[config.mk]
export PLATFORM = sky130hd
export DESIGN_NAME = calyx_run_controller
export DESIGN_NICKNAME = d
export VERILOG_FILES = /design/src/rtl/calyx_run_controller.sv
export SDC_FILE = /design/constraint.sdc
export NUM_CORES = 1
export LEC_CHECK = 0
export BUFFER_PORTS_ARGS = -buffer_cell sky130_fd_sc_hd__buf_2
export CORE_AREA = 3 3 161 163
export DETAILED_ROUTE_END_ITERATION = 16
export DIE_AREA = 0 0 164 166
export PLACE_DENSITY_LB_ADDON = 0.08
export SETUP_SLACK_MARGIN = 0.4
export SLEW_MARGIN = 30
export SYNTH_ARGS = -nofsm -noshare
export SYNTH_HDL_FRONTEND = slang
export SYNTH_SLANG_ARGS = --single-unit
[constraint.sdc]
create_clock -name clk -period 7.7 [get_ports clk]
set_input_delay 1.155 -clock clk [delete_from_list [all_inputs] [get_ports clk]]
set_output_delay 1.155 -clock clk [all_outputs]
set_load 0.1 [all_outputs]
[src/rtl/calyx_run_controller.sv]
// rtl/calyx_run_controller.sv - reset/go/done sequencer for one Calyx component
module calyx_run_controller #(
  parameter int RESET_CYCLES = 5,
  parameter int CYCLE_W      = 32,
  parameter int RUN_W        = 8
) (
  input  logic               clk,
  input  logic               reset,
  input  logic               start,
  input  logic [RUN_W-1:0]   num_runs,
  input  logic [CYCLE_W-1:0] timeout,
  output logic               dut_reset,
  output logic               dut_go,
  input  logic               dut_done,
  output logic               busy,
  output logic               finished,
  output logic               timed_out,
  output logic [CYCLE_W-1:0] cycle_count,
  output logic [CYCLE_W-1:0] total_cycles,
  output logic [RUN_W-1:0]   runs_done
);

  typedef enum logic [2:0] {
    S_IDLE,
    S_RST,
    S_GO,
    S_GAP,
    S_FIN
  } state_t;

  localparam int RC_W = (RESET_CYCLES > 1) ? $clog2(RESET_CYCLES) : 1;
  localparam logic [RC_W-1:0]    RC_LAST = RC_W'(RESET_CYCLES - 1);
  localparam logic [CYCLE_W-1:0] CNT_MAX = '1;

  state_t             state, state_n;
  logic [RC_W-1:0]    rst_cnt, rst_cnt_n;
  logic [CYCLE_W-1:0] run_cnt, run_cnt_n;
  logic [RUN_W-1:0]   target, target_n;
  logic [CYCLE_W-1:0] timeout_q, timeout_q_n;

  logic               dut_reset_n, dut_go_n, busy_n, finished_n, timed_out_n;
  logic [CYCLE_W-1:0] cycle_count_n, total_cycles_n;
  logic [RUN_W-1:0]   runs_done_n;

  // Go-high cycles of the current run including this cycle; saturates.
  logic [CYCLE_W-1:0] cnt_inc;
  logic [CYCLE_W:0]   sum_wide;
  logic [CYCLE_W-1:0] total_sat;
  logic [RUN_W-1:0]   runs_inc;

  // Saturating arithmetic shared by the done path.
  always_comb begin
    cnt_inc   = (run_cnt == CNT_MAX) ? run_cnt : run_cnt + 1'b1;
    sum_wide  = {1'b0, total_cycles} + {1'b0, cnt_inc};
    total_sat = sum_wide[CYCLE_W] ? CNT_MAX : sum_wide[CYCLE_W-1:0];
    runs_inc  = runs_done + 1'b1;
  end

  // Next-state and next-output logic; every output is registered below.
  always_comb begin
    state_n        = state;
    rst_cnt_n      = rst_cnt;
    run_cnt_n      = run_cnt;
    target_n       = target;
    timeout_q_n    = timeout_q;
    dut_reset_n    = 1'b0;
    dut_go_n       = 1'b0;
    busy_n         = 1'b0;
    finished_n     = 1'b0;
    timed_out_n    = timed_out;
    cycle_count_n  = cycle_count;
    total_cycles_n = total_cycles;
    runs_done_n    = runs_done;

    case (state)
      S_IDLE: begin
        if (start) begin
          target_n       = (num_runs == '0) ? RUN_W'(1) : num_runs;
          timeout_q_n    = timeout;
          cycle_count_n  = '0;
          total_cycles_n = '0;
          runs_done_n    = '0;
          timed_out_n    = 1'b0;
          rst_cnt_n      = '0;
          dut_reset_n    = 1'b1;
          busy_n         = 1'b1;
          state_n        = S_RST;
        end
      end

      S_RST: begin
        busy_n = 1'b1;
        if (rst_cnt == RC_LAST) begin
          run_cnt_n = '0;
          dut_go_n  = 1'b1;
          state_n   = S_GO;
        end else begin
          rst_cnt_n   = rst_cnt + 1'b1;
          dut_reset_n = 1'b1;
        end
      end

      S_GO: begin
        busy_n    = 1'b1;
        run_cnt_n = cnt_inc;
        if (dut_done) begin
          // Done wins over a timeout landing on the same cycle.
          cycle_count_n  = cnt_inc;
          total_cycles_n = total_sat;
          runs_done_n    = runs_inc;
          if (runs_inc == target) begin
            finished_n = 1'b1;
            busy_n     = 1'b0;
            state_n    = S_FIN;
          end else begin
            state_n = S_GAP;
          end
        end else if ((timeout_q != '0) && (cnt_inc == timeout_q)) begin
          timed_out_n   = 1'b1;
          cycle_count_n = timeout_q;
          finished_n    = 1'b1;
          busy_n        = 1'b0;
          state_n       = S_FIN;
        end else begin
          dut_go_n = 1'b1;
        end
      end

      S_GAP: begin
        busy_n    = 1'b1;
        run_cnt_n = '0;
        dut_go_n  = 1'b1;
        state_n   = S_GO;
      end

      S_FIN: begin
        state_n = S_IDLE;
      end

      default: begin
        state_n = S_IDLE;
      end
    endcase
  end

  // State and output registers; reset aborts any sequence without a finished pulse.
  always_ff @(posedge clk) begin
    if (reset) begin
      state        <= S_IDLE;
      rst_cnt      <= '0;
      run_cnt      <= '0;
      target       <= '0;
      timeout_q    <= '0;
      dut_reset    <= 1'b1;
      dut_go       <= 1'b0;
      busy         <= 1'b0;
      finished     <= 1'b0;
      timed_out    <= 1'b0;
      cycle_count  <= '0;
      total_cycles <= '0;
      runs_done    <= '0;
    end else begin
      state        <= state_n;
      rst_cnt      <= rst_cnt_n;
      run_cnt      <= run_cnt_n;
      target       <= target_n;
      timeout_q    <= timeout_q_n;
      dut_reset    <= dut_reset_n;
      dut_go       <= dut_go_n;
      busy         <= busy_n;
      finished     <= finished_n;
      timed_out    <= timed_out_n;
      cycle_count  <= cycle_count_n;
      total_cycles <= total_cycles_n;
      runs_done    <= runs_done_n;
    end
  end

endmodule

==> flow_results.org, run 1 <==
** Die
- The region available for standard cell placement spans around 24000 um^2.
- The initial utilization of the core area, before any placement, comes to ~40%.
- DIE HEIGHT :: around 170 um
- The die is approximately 160 um wide.
- Rows :: between 50 and 60
- The die covers between 20000 and 30000 um^2.
- ~120 I/O pins were placed.

** Timing
- Ratio of final minimum period to clock period :: a little under nine tenths
- Min Tclk post-route :: between 6 and 7 ns
- Final number of max-transition violations :: 0
- Setup violations remaining at the end of the flow were counted as 0.
- Maximum clock rate :: about 150 MHz
- Summed over all failing endpoints, the final setup total negative slack is 0 ns.
- At the pin with the least slew margin, the transition time is between 0.8 and 0.9 ns.
- Final WS setup :: ~1.1 ns
- The clock arrives with just over 0.01 ns of skew.
- Setup repair after global routing missed its margin :: no
- The worst pin sits at a relative slew slack of between 40% and 50%.
- Final Hold Viols :: 0

** Clock network
- The H-tree generated during clock tree synthesis spans 4 levels.
- Clock Tree Root :: sky130_fd_sc_hd__clkbuf_16
- Post-CTS repair changed the size of 0 cells.
- For this design, the sink count on the clock tree is ~160.
- Bufs on Longest Clock Path :: 2
- After clock tree synthesis, the clock-pin slew on the worst setup and hold paths is 0.07 ns.
- Worst-Skew Late Latency :: around 0.44 ns
- For this design, the CTS-stage hold fixing added 0 buffers.
- In this run, CTS created clock tree buffers numbering 17.
- Once the clock tree was built, the setup fixing pass inserted 0 buffers.
- TritonCTS clock tree :: done

** Drt
- Number of vias per cell :: ~5.6
- The pre-antenna-repair detailed-routing pass consisted of 6 iterations.
- Drt initial violations :: between 700 and 800
- Summed over all layers, the routed wires come to ~33000 um.
- Across all layers, the routed design uses slightly above 9000 vias.
- Antenna Violating Nets Remaining :: 0
- Dividing the detail-routed wire length by the instance count gives approximately 20 um.
- DRC viols :: 0

** Synth
- Yosys cell types :: 71
- In this run the cell area of the synthesized design comes to around 9800 um^2.
- In this run, synthesis produced a sequential element count of around 160.
- After synthesis, the mean cell area works out to a little under 8 um^2.
- Leading register cell type out of synthesis :: sky130_fd_sc_hd__dfxtp_1
- Main area contributors after synthesis :: sky130_fd_sc_hd__dfxtp_1 32%, sky130_fd_sc_hd__a21oi_1 6.9%, sky130_fd_sc_hd__nand2_1 6.6%
- Async set-or-reset flop fraction in the synthesized netlist :: 0%
- Portion of synthesized cell area occupied by the leading cell type :: 31.67%
- The number of nets in the synthesized netlist is 1350.
- Top post-synthesis cells by count :: 171 x sky130_fd_sc_hd__nand2_1, 155 x sky130_fd_sc_hd__dfxtp_1, 136 x sky130_fd_sc_hd__a21oi_1
- Total number of yosys warnings :: 0
- sky130_fd_sc_hd__dfxtp_1 takes more of the synthesized area than any other cell.
- After synthesis, flip-flops and latches occupy about a third of the total area.
- Most frequent cell after synthesis :: sky130_fd_sc_hd__nand2_1
- Counting every instance in the synthesized netlist gives between 1000 and 1500.
- Post-synth EDFFs :: 0

** Layout
- Summing all multi-input logic gate instances after layout gives 6212 um^2.
- Utilization after layout :: ~46%
- Number of cells in the finished layout apart from fillers :: approximately 1700
- Fill cells in the final layout number 2506.
- 0 antenna diodes ended up in the layout.
- The net count of the finished layout is ~1400.
- In the final layout, flip-flops and latches occupy 3103 um^2.
- Fraction of layout instances using a drive strength above 1 :: 13.93%
- Relative to the synthesized area, the layout overhead comes to 13.77%.

** Setup path
- Critical Path AT :: about 6.9 ns
- Kind of end point of the critical path :: register
- STA classifies the critical path startpoint as a register.
- Required @ worst endpoint :: 7.98 ns
- In this run the worst path has a maximum fanout of 18.
- The critical path is of the register to register type.
- In this run the register-to-register setup slack is about 1.1 ns.

** Power
- VDD sags by at most ~0.12 mV.
- Summed over all cells, the static leakage comes to 0.004676 uW.
- PnR Total Power :: 2104 uW
- PwrDens :: about 190 nW/um^2

** Place
- After legalization and detailed placement, the total HPWL measured around 25000 um.
- Buffers placed on the I/O ports in this run total 120.
- Placement Setup Slack :: between 1 and 1.5 ns
- Placer Congestion :: between 0.9 and 1
- Placed Cells incl. Taps :: approximately 1600

** Worst hold path
- Class of the worst hold path :: register to register

** Global routing
- Entering global routing, the biggest net connects 73 pins.
- First-pass GRT wire length :: 51140 um
- Across every metal layer, demand over resource in global routing totals between 20% and 30%.
- Global routing finished with a remaining overflow of 0.
- The number of antenna violations at the first check in global routing is 0.
- Vias in the first global route :: 8851

** Flow run
- Across the run, the number of max-cap violations was 0.

** Status
- The flow ran to the end, and the final reports show no timing, DRC or antenna violations.
## cells by family (layout without fill, tap and decap cells)
logic type	Yosys count	in the layout	synth area share, %
mux	39	39	4.061
fa+ha+maj	43	43	5.568
xor+xnor	98	98	8.914
compound gates	345	345	21.90
buf+inv	125	204	5.134
flops	155	155	31.67
simple gates	458	458	22.75
## placed cells by master (no fill, tap or decap), types with 5 or more instances in the layout
cell type	count
sky130_fd_sc_hd__nand2_1	170
sky130_fd_sc_hd__dfxtp_1	155
sky130_fd_sc_hd__a21oi_1	136
sky130_fd_sc_hd__buf_2	119
sky130_fd_sc_hd__nor2_1	95
sky130_fd_sc_hd__o21ai_0	65
sky130_fd_sc_hd__xnor2_1	56
sky130_fd_sc_hd__ha_1	42
sky130_fd_sc_hd__inv_1	41
sky130_fd_sc_hd__xor2_1	41
sky130_fd_sc_hd__nand2b_1	37
sky130_fd_sc_hd__mux2i_1	33
sky130_fd_sc_hd__nand3_1	30
sky130_fd_sc_hd__a211oi_1	24
sky130_fd_sc_hd__nand4_1	23
sky130_fd_sc_hd__nor4_1	18
sky130_fd_sc_hd__o211ai_1	18
sky130_fd_sc_hd__clkbuf_16	17
sky130_fd_sc_hd__or3_1	15
sky130_fd_sc_hd__nor3_1	14
sky130_fd_sc_hd__a21o_1	14
sky130_fd_sc_hd__and3_1	12
sky130_fd_sc_hd__buf_4	12
sky130_fd_sc_hd__a311oi_1	11
sky130_fd_sc_hd__o22ai_1	10
sky130_fd_sc_hd__o31ai_1	7
sky130_fd_sc_hd__a31oi_1	7
sky130_fd_sc_hd__or4_1	6
sky130_fd_sc_hd__and4_1	6
sky130_fd_sc_hd__nor2b_1	6
sky130_fd_sc_hd__a22o_1	5
sky130_fd_sc_hd__o41ai_1	5
## power breakdown
group          leakage [uW]  internal [uW]  total, uW  switching, uW
Combinational       0.00314            114        355            241
Sequential          0.00126            833        887           54.1
Clock              0.000275            471        863            392
## per-stage QoR
stage                     hold WS, ns  cell area, um^2
after global routing           0.4967            11150
after detailed placement       0.4604            10560
final                          0.4703            11150
after floorplan                0.4478             9797
after CTS                      0.4705            11140
after global placement         0.4588            10560
## path summary, 6_finish.rpt
path,start,to,cells past startpoint
max,run_cnt[0]$_SDFFE_PP0P_,total_cycles[14]$_SDFFE_PP0P_,17
min,target[3]$_SDFFE_PP0P_,target[3]$_SDFFE_PP0P_,2
max reg2reg,run_cnt[0]$_SDFFE_PP0P_,total_cycles[14]$_SDFFE_PP0P_,17
min reg2reg,target[3]$_SDFFE_PP0P_,target[3]$_SDFFE_PP0P_,2
## layer usage
layer / track usage [%] / vias up / share of wire (%)
met1: 34.81 / 4329 / 48
met2: 36.14 / 296 / 44
met5: 0 / - / 0
met4: 6.804 / 0 / 2.1
li1: - / 4651 / -
met3: 3.991 / 34 / 6.0
## state kept, by name, indices dropped and copies added (netlist names)
| name | cells |
|---|---|
| rst_cnt | 3 |
| dut_go | 1 |
| busy | 1 |
| target | 8 |
| finished | 1 |
| timeout_q | 32 |
| dut_reset | 1 |
| run_cnt | 32 |
| timed_out | 1 |
| cycle_count | 32 |
| state | 3 |
| total_cycles | 32 |
| runs_done | 8 |
## worst max-delay path, stage by stage, from the launching register on
cell and delay, ns:
sky130_fd_sc_hd__dfxtp_1 0.53, sky130_fd_sc_hd__ha_1 0.33, sky130_fd_sc_hd__nand4_1 0.43, sky130_fd_sc_hd__or4_1 0.84, sky130_fd_sc_hd__nor3_2 0.56, sky130_fd_sc_hd__nor2_1 0.19
sky130_fd_sc_hd__xor2_1 0.40, sky130_fd_sc_hd__ha_1 0.36, sky130_fd_sc_hd__o21a_1 0.18, sky130_fd_sc_hd__o31a_1 0.13, sky130_fd_sc_hd__o311a_1 0.39, sky130_fd_sc_hd__a21bo_2 0.25
sky130_fd_sc_hd__a31oi_1 0.31, sky130_fd_sc_hd__o21ai_0 0.27, sky130_fd_sc_hd__o21ai_0 0.21, sky130_fd_sc_hd__buf_4 0.24, sky130_fd_sc_hd__and2_1 0.66, sky130_fd_sc_hd__a211oi_1 0.17
## layout make-up
type,instances,share of cell area [%]
sequential,155,27.84
multi-input combinational,983,55.74
inverter,41,1.381
clock buffer,19,4.064
timing repair buffer,131,6.152
clock inverter,13,1.190
tap,324,3.637
(Power assumes the default switching activity.)
==> run 2, diff against run 1 <==
Settings changed: RECOVER_POWER set to 100.
==> flow_results.org, run 2 (synthesis results as in run 1) <==
** Global routing
- Pin count of the biggest net entering global routing :: 73
- The first global-routing pass estimated just over 50000 um of wire.
- Total global routing track utilization :: approximately a quarter
- Remaining global-route overflow :: 0
- The number of global-route vias before repair is 8851.
- Initial antenna violation count :: 0

** Layout
- The repair_antennas step left the layout with diodes totalling 0.
- From synthesis to final layout, the design area changed by 12.40%.
- The net count of the finished layout is 1416.
- The top cell types in the final layout, fill and taps aside, are 170 x sky130_fd_sc_hd__nand2_1, 155 x sky130_fd_sc_hd__dfxtp_1, 136 x sky130_fd_sc_hd__a21oi_1.
- Most common cell after layout, fill and taps aside :: sky130_fd_sc_hd__nand2_1
- Number of cells in the finished layout apart from fillers :: between 1500 and 2000
- Fraction of layout instances using a drive strength above 1 :: under 10%
- Filler cell count in the final layout :: 2567

** Timing
- Setup violations remaining at the end of the flow were counted as 0.
- Dividing the final minimum period by the clock period gives between 80% and 90%.
- Relative max-transition margin :: -111.5%
- Setup repair after global routing missed its margin :: no
- Final number of max-transition violations :: ~270
- Total Negative Setup Slacks :: 0 ns
- For the pin with the worst max-slew slack, the measured transition is ~3.2 ns.
- The clock arrives with approximately 0.011 ns of skew.
- Min Tclk post-route :: 6.755 ns
- Maximum clock rate :: ~150 MHz
- Final Hold Viols :: 0

** Clock network
- Clock-pin slew was measured on the worst setup and hold paths at around 0.070 ns.
- Worst-Skew Late Latency :: about 0.43 ns
- Number of buffers added by the clock tree synthesis step :: 17
- TritonCTS clock tree :: done
- Once the clock tree was built, the resizer swapped 0 gates to a different size.
- The clock net in this run drives a total of about 160 sinks.
- For this design, the CTS-stage hold fixing added 0 buffers.
- H-Tree Depth :: 4
- Number of buffers inserted by post-CTS setup repair :: 0
- The clock passes through at most 2 buffers.
- Clock Tree Root :: sky130_fd_sc_hd__clkbuf_16

** Status
- The flow ran to the end, but the final reports show violations.
- Failing checks :: capacitance limit, slew limit

** Place
- In this run the tool buffered the top-level ports with 120 buffer cells.
- Placed Cells incl. Taps :: 1634
- After legalization and detailed placement, the total HPWL measured 24550 um.
- At the end of routability-driven placement, the weighted congestion stood at 0.9298.

** Die
- The floorplan step set the die height to around 170 um.
- From left edge to right edge, the die measures between 150 and 200 um.
- # IOs :: 121
- Area of the die :: ~27000 um^2
- The initialized floorplan defines 57 standard-cell rows.
- Area of the placeable core :: 24460 um^2
- Effective utilization at floorplan :: between 40% and 50%

** Drt
- Routed Wire Length :: between 30000 and 40000 um
- After detailed routing, the average wire length per cell comes to around 20 um.
- In the routed layout, each cell is associated on average with a via count of 5.594.
- Count of vias placed by the detailed router :: ~9300
- DRC viols :: 0
- The detailed router finished its first iteration with between 700 and 800 violations.
- First-pass DRT Iterations :: 5
- In this run the remaining antenna-violating nets after routing total 0.

** Flow run
- The tool flagged a number of max-cap violations equal to 6.

** Power
- Combinational logic is responsible for 16.8% of the overall power.
- PnR Total Power :: 2099 uW
- Clock group share of total power :: about two fifths
- The worst-case IR drop observed on VDD is roughly 0.12 mV.
- Sequential share of power :: between 40% and 50%
- Switching part of the total power :: around a third
- Summed over all cells, the static leakage comes to 0.004317 uW.
- Cell internal power was estimated by the tool at about 1400 uW.
- For this design the ratio of total power to cell area is ~190 nW/um^2.
- Switching power :: about 680 uW

** Setup path
- Critical Path AT :: about 6.9 ns
- Crit-path max FO :: 18
- STA classifies the critical path endpoint as a register.
- Kind of start point of the critical path :: register
- Crit path kind :: register to register
- At the worst endpoint, the required time is 7.86 ns.

** Worst hold path
- The min-delay analysis places its worst path in the category register to register.
[run 2: routing by layer]
| metal | global-route usage [%] | share of wire (%) | up-vias | wire length (um) |
|---|---|---|---|---|
| met4 | 6.804 | 2.2 | 0 | 708 |
| met3 | 3.991 | 6.0 | 35 | 1976 |
| met1 | 34.81 | 48 | 4365 | 15650 |
| met2 | 36.14 | 44 | 272 | 14490 |
| li1 | - | - | 4647 | - |
| met5 | 0 | 0 | - | 0 |
[run 2: area by class of cell]
type / instances / area [um^2] / area share, %
multi-input cells: 983 / 6197 / 56.28
clock inverters: 13 / 132.6 / 1.204
flip-flops and latches: 155 / 3103 / 28.18
clock buffers: 19 / 452.9 / 4.113
repair buffers: 131 / 566.8 / 5.147
inverters: 41 / 153.9 / 1.398
well taps: 324 / 405.4 / 3.681
[run 2: critical path: stages, from the launching register on]
cell	delay [ns]
sky130_fd_sc_hd__dfxtp_1	0.52
sky130_fd_sc_hd__ha_1	0.33
sky130_fd_sc_hd__nand4_1	0.43
sky130_fd_sc_hd__or4_1	0.85
sky130_fd_sc_hd__nor3_2	0.57
sky130_fd_sc_hd__nor2_1	0.19
sky130_fd_sc_hd__xor2_1	0.40
sky130_fd_sc_hd__ha_1	0.36
sky130_fd_sc_hd__o21a_1	0.19
sky130_fd_sc_hd__o31a_1	0.13
sky130_fd_sc_hd__o311a_1	0.39
sky130_fd_sc_hd__a21bo_2	0.25
sky130_fd_sc_hd__a31oi_1	0.30
sky130_fd_sc_hd__o21ai_0	0.27
sky130_fd_sc_hd__o21ai_0	0.21
sky130_fd_sc_hd__buf_4	0.24
sky130_fd_sc_hd__and2_1	0.67
sky130_fd_sc_hd__a211oi_1	0.16
[run 2: worst paths after layout]
path                                 from                            end  slack [ns]  cells past startpoint
hold reg to reg    target[3]$_SDFFE_PP0P_         target[3]$_SDFFE_PP0P_        0.47                      2
setup / recovery  run_cnt[0]$_SDFFE_PP0P_  total_cycles[20]$_SDFFE_PP0P_        0.95                     17
hold / removal     target[3]$_SDFFE_PP0P_         target[3]$_SDFFE_PP0P_        0.47                      2
setup reg to reg  run_cnt[0]$_SDFFE_PP0P_  total_cycles[20]$_SDFFE_PP0P_        0.95                     17
[run 2: per-stage QoR]
step	utilization (%)	hold WS, ns	cell area, um^2	setup WS, ns
final	45.02	0.4702	11010	0.9452
after global routing	45.02	0.4979	11010	0.5101
after CTS	45.55	0.4705	11140	1.093
after detailed placement	43.15	0.4604	10560	1.097
after global placement	43.15	0.4588	10560	1.338
after floorplan	-	0.4478	9797	2.614
[run 2: power groups by stage]
stage / combinational [uW] / sequential (uW) / clock [uW]
4_1_cts: 356 / 885 / 878
3_5_place_dp: 355 / 903 / 0
2_1_floorplan: 217 / 938 / 0
3_3_place_gp: 354 / 903 / 0
5_1_grt: 383 / 891 / 912
6_report: 352 / 887 / 860
